**src/rtl/swi_debounce.sv**
```systemverilog
// -----------------------------------------------------------------------------
// swi_debounce
//
// Debounces NBITS mechanical switch inputs in parallel. Each bit is first
// brought into the clk_2 domain through a two-flop synchronizer (sync1 ->
// sync2). A per-bit counter then measures how many consecutive synchronized
// samples differ from the current debounced level. When DEB_CYCLES such
// samples have been seen, the new level is accepted.
//
// Timing: a raw level change that is stable before rising edge 1 appears on
// swi_db at edge DEB_CYCLES+2. Edges 1 and 2 are spent in the synchronizer.
// Edges 3..DEB_CYCLES+1 count up. The accepting edge is DEB_CYCLES+2.
//
// Parameters
//   NBITS      : number of switch inputs (default 8)
//   DEB_CYCLES : consecutive differing samples needed to accept a level,
//                legal range 2..65535 (default 4)
//
// Ports
//   clk_2    in  1      single clock, rising-edge active
//   reset_n  in  1      asynchronous active-low reset
//   swi_raw  in  NBITS  raw, unsynchronized, bouncing switch levels
//   swi_db   out NBITS  debounced levels (registered)
//   swi_rise out NBITS  one-cycle pulse when swi_db[i] goes 0->1 (registered)
//   swi_fall out NBITS  one-cycle pulse when swi_db[i] goes 1->0 (registered)
//   stable   out 1      combinational. High when every synchronized sample
//                       matches swi_db and every counter is idle.
//
// Configuration macro
//   SWI_DEBOUNCE_EDGE_EN : when defined, swi_rise/swi_fall are generated.
//                          When undefined, they are tied to 0 and no edge
//                          registers exist.
//
// There is no FSM and no handshake. Each bit is an independent
// synchronizer + counter + level register.
// -----------------------------------------------------------------------------
module swi_debounce #(
    parameter int NBITS      = 8,
    parameter int DEB_CYCLES = 4
) (
    input  logic             clk_2,
    input  logic             reset_n,
    input  logic [NBITS-1:0] swi_raw,
    output logic [NBITS-1:0] swi_db,
    output logic [NBITS-1:0] swi_rise,
    output logic [NBITS-1:0] swi_fall,
    output logic             stable
);

    // The counter only needs to reach DEB_CYCLES-1. The accepting edge
    // clears it rather than incrementing it.
    localparam int CW = $clog2(DEB_CYCLES);
    localparam logic [CW-1:0] CNT_MAX = CW'(DEB_CYCLES - 1);

    logic [NBITS-1:0] sync1;
    logic [NBITS-1:0] sync2;
    logic [CW-1:0]    cnt      [NBITS];
    logic [CW-1:0]    cnt_next [NBITS];
    logic [NBITS-1:0] db_next;
    logic             cnt_busy;

    // Per-bit next-state. Bits never share state.
    always_comb begin
        db_next  = swi_db;
        cnt_busy = 1'b0;
        for (int i = 0; i < NBITS; i++) begin
            cnt_next[i] = '0;
            if (sync2[i] != swi_db[i]) begin
                if (cnt[i] == CNT_MAX) begin
                    // Enough consecutive differing samples: accept and
                    // restart the count on the same edge.
                    db_next[i] = sync2[i];
                end else begin
                    cnt_next[i] = cnt[i] + CW'(1);
                end
            end
            // A sample equal to swi_db leaves cnt_next at 0. A glitch
            // therefore discards any partial count.
            if (cnt[i] != '0) begin
                cnt_busy = 1'b1;
            end
        end
    end

    always_ff @(posedge clk_2 or negedge reset_n) begin
        if (!reset_n) begin
            sync1  <= '0;
            sync2  <= '0;
            swi_db <= '0;
            for (int i = 0; i < NBITS; i++) begin
                cnt[i] <= '0;
            end
        end else begin
            sync1  <= swi_raw;
            sync2  <= sync1;
            swi_db <= db_next;
            for (int i = 0; i < NBITS; i++) begin
                cnt[i] <= cnt_next[i];
            end
        end
    end

    // During reset all registers are 0, so this reads 1.
    assign stable = (sync2 == swi_db) && !cnt_busy;

`ifdef SWI_DEBOUNCE_EDGE_EN
    // The pulses are registered from the same next-level that loads swi_db.
    // They are therefore high in exactly the cycle after the changing edge,
    // aligned with the new swi_db value. A bit either rises or falls on a
    // given edge, never both.
    always_ff @(posedge clk_2 or negedge reset_n) begin
        if (!reset_n) begin
            swi_rise <= '0;
            swi_fall <= '0;
        end else begin
            swi_rise <= db_next & ~swi_db;
            swi_fall <= ~db_next & swi_db;
        end
    end
`else
    assign swi_rise = '0;
    assign swi_fall = '0;
`endif

endmodule

```
**config.mk**
```make
export PLATFORM = sky130hd
export DESIGN_NAME = swi_debounce
export DESIGN_NICKNAME = d
export VERILOG_FILES = /design/src/rtl/swi_debounce.sv
export SDC_FILE = /design/constraint.sdc
export NUM_CORES = 1
export LEC_CHECK = 0
export CAP_MARGIN = 20
export CORE_AREA = 2 2 85 87
export DETAILED_ROUTE_END_ITERATION = 8
export DIE_AREA = 0 0 87 89
export PLACE_DENSITY = 0.44
export SLEW_MARGIN = 20
export SYNTH_ARGS = -nofsm -noshare
export SYNTH_HDL_FRONTEND = slang
export SYNTH_SLANG_ARGS = --single-unit
```
**constraint.sdc**
```tcl
create_clock -name clk_2 -period 1.3 [get_ports clk_2]
set_clock_uncertainty 0.1 [all_clocks]
set_input_delay 0.13 -clock clk_2 [delete_from_list [all_inputs] [get_ports clk_2]]
set_output_delay 0.13 -clock clk_2 [all_outputs]
set_load 0.1 [all_outputs]
```
==> metrics.txt <==
dpl ws=-0.334 ns; Root Buffer=clkbuf_8; CTS Buf Count=5; fmax=0.532 GHz; worst reg-to-reg path cell count=3; Die W=87 µm; RePlAce Congestion=0.754; grt met3 use=2.95%; unrepaired setup endpoints after global routing=true; H-Tree Depth=2; capturing point of the worst reg2reg path=cnt[5]; crit path launch type=flop; crit path kind=reg -> out; Area Growth Syn to Fin=43.5%; top cell type's share of synthesized area=59.6%; initial antenna violation count=0; Net Sw Frac=41.2%; critical path's largest stage delay=0.50 ns; global-route wire length before repair=4770 µm; Crit Path Max Fanout=3; Final Util=35.9%; Seq/Total Area, Yosys=59.6%; Syn Area/Cell=13.3 µm²; failing checks=negative setup slack; fin cells=259; status=finished, violations left; met1 Use GR=8.67%; met2 Use GR=14.4%; DR pass1 iterations=4; buffers and inverters on the worst path=1; minimum clock period=1.88 ns; total number of vias=970; Starting Density=25.0%; Sequential Power Share=30.9%; MaxCap Viol Count=0; Routed WL=2690 µm; Most Used Layer, Global Route=met2; area leader, netlist=dfrtp_1; GRT Total Usage=8.22%; Hold Crit Class=in -> reg; yosys synthesis warning count=0; Worst EP arrival=1.65 ns; Worst path top cell family by delay=flip-flops; P per Cell Area=2580 nW/µm²; WHS Path Cells=1; ANT nets after route=0; Synth Instances=126; vias in the first global route=1,078; setup_tns=-0.590 ns; number of DRC markers in iteration 0=27; Yosys cell types=13; crit path cell chain=xnor2_2 -> nand4_1 -> nor4_4 -> buf_12; Max clock buf depth=2; VDD IR-drop max=1310 µV; R2R setup slack=0.07 ns; area of the die=7740 µm²; post-DP HPWL=2050 µm; Final setup viols=4; Synth area leaders=dfrtp_1 (60%), ha_1 (12%), buf_4 (7.2%), mux2_2 (5.4%), xnor2_1 (4.2%); Post-route DRC=0; CTS tree=yes; gr ovfl total=0; Period Utilization, post-route=144%; max-slew violation count=0; P_int=0.00366 W; WL per Instance=10.4 µm; PortBufs=18; Worst setup EP type=output pin; slowest stage cell, crit path=dfrtp_4; clock sinks=40; P_leak=1.17 nW; Final Hold Vio Count=0; hold wc startpoint=swi_raw[3]; switching power=0.00256 W; num ports=35; Layout Nets=204; Critical Path RT=1.07 ns; worst hold endpoint=sync1[3]; die height=89 µm; Worst-Skew Late Latency=0.29 ns; CTS clock-pin slew for the worst setup and hold paths=0.08 ns; FP Rows=30; CORE AREA=6720 µm²; vias per cell=3.75; post-synthesis sequential element count=40; placed insts=250; Comb pwr share=55.6%; worst setup margin=-0.578 ns; largest net degree at the start of global routing=41; Mapped Area=1680 µm²; reg-to-reg startpoint=swi_db[5]; share of cells above drive strength 1=39.1%; clock share of power=13.5%; Inserted Diodes=0
[synth_stat cells (all sizes together)]
cell,number
nor3,8
inv,16
nor4,1
mux2,8
nand4,4
nor2b,4
dfrtp,40
conb,1
xnor2,8
buf,16
ha,16
and2b,4
[what timing repair did]
item | 4_1_cts | 5_1_grt
pin swaps | 0 | 1
hold buffers | 1 | 0
setup buffers | 0 | 1
hold endpoints to repair | 40 | 0
endpoints found under the setup margin | 8 | 8
resized for setup | 8 | 1
[logic make-up (layout without fill, tap and decap cells)]
group | after synthesis | count (layout) | share of synthesized area (%)
DFF | 40 | 40 | 59.6
buffers and inverters | 32 | 70 | 10.7
and+or+nand+nor | 21 | 21 | 7.97
adders and majority gates | 16 | 16 | 11.9
xor gates and xnor gates | 8 | 8 | 4.17
muxes | 8 | 8 | 5.37
other | 1 | 16 | 0.223
[layer usage]
metal	vias to the layer above	wire (µm)
met1	461	1100
met3	6	158
met2	32	1380
li1	471	-
met4	0	58
met5	-	0
[flip-flops by register name, indices dropped and copies added (netlist names)]
register  flops
sync1         8
swi_db        8
cnt          16
sync2         8
[through the flow]
stage	area (µm²)	hold slack, ns	total power [W]
6_report	2410	0.171	0.00622
5_1_grt	2410	0.152	0.00661
4_1_cts	2410	0.164	0.00632
3_5_place_dp	2270	0.0175	0.00533
3_3_place_gp	2270	0.0111	0.00524
2_1_floorplan	1810	-0.266	0.00390
[power by group through the flow]
stage                     Clock (W)  Combinational [W]  Sequential (W)
after global routing       0.000945            0.00369         0.00198
after global placement            0            0.00334         0.00190
after floorplan                   0            0.00103         0.00288
after CTS                  0.000880            0.00351         0.00193
final                      0.000836            0.00346         0.00192
after detailed placement          0            0.00341         0.00192
[cell usage in the layout (no fill, tap or decap), types with 7 or more instances in the layout]
cell / count
clkdlybuf4s50_1: 8
xnor2_2: 7
inv_1: 16
conb_1: 16
nor3_1: 8
dfrtp_4: 7
buf_12: 10
buf_4: 20
dfrtp_1: 32
mux2_2: 8
ha_1: 16
[how the worst max path moves through the flow]
stage / startpoint / to / slack [ns] / depth (start not counted)
after global routing: swi_db[3] / stable / -0.71 / 4
after CTS: swi_db[2] / stable / -0.62 / 4
after global placement: swi_db[7] / stable / -0.28 / 4
after detailed placement: swi_db[7] / stable / -0.33 / 4
final: swi_db[3] / stable / -0.58 / 4
after floorplan: swi_db[6] / stable / -0.97 / 3
[area by class of cell]
class	instances	area, µm²
multi-input cells	69	616
repair buffers	46	513
clock buffers	6	82.6
inverters	16	60.1
fillers	654	4310
flip-flops and latches	40	1030
clock inverters	2	10.0
well taps	80	100
Note: power is estimated with default switching activity, not from simulation.
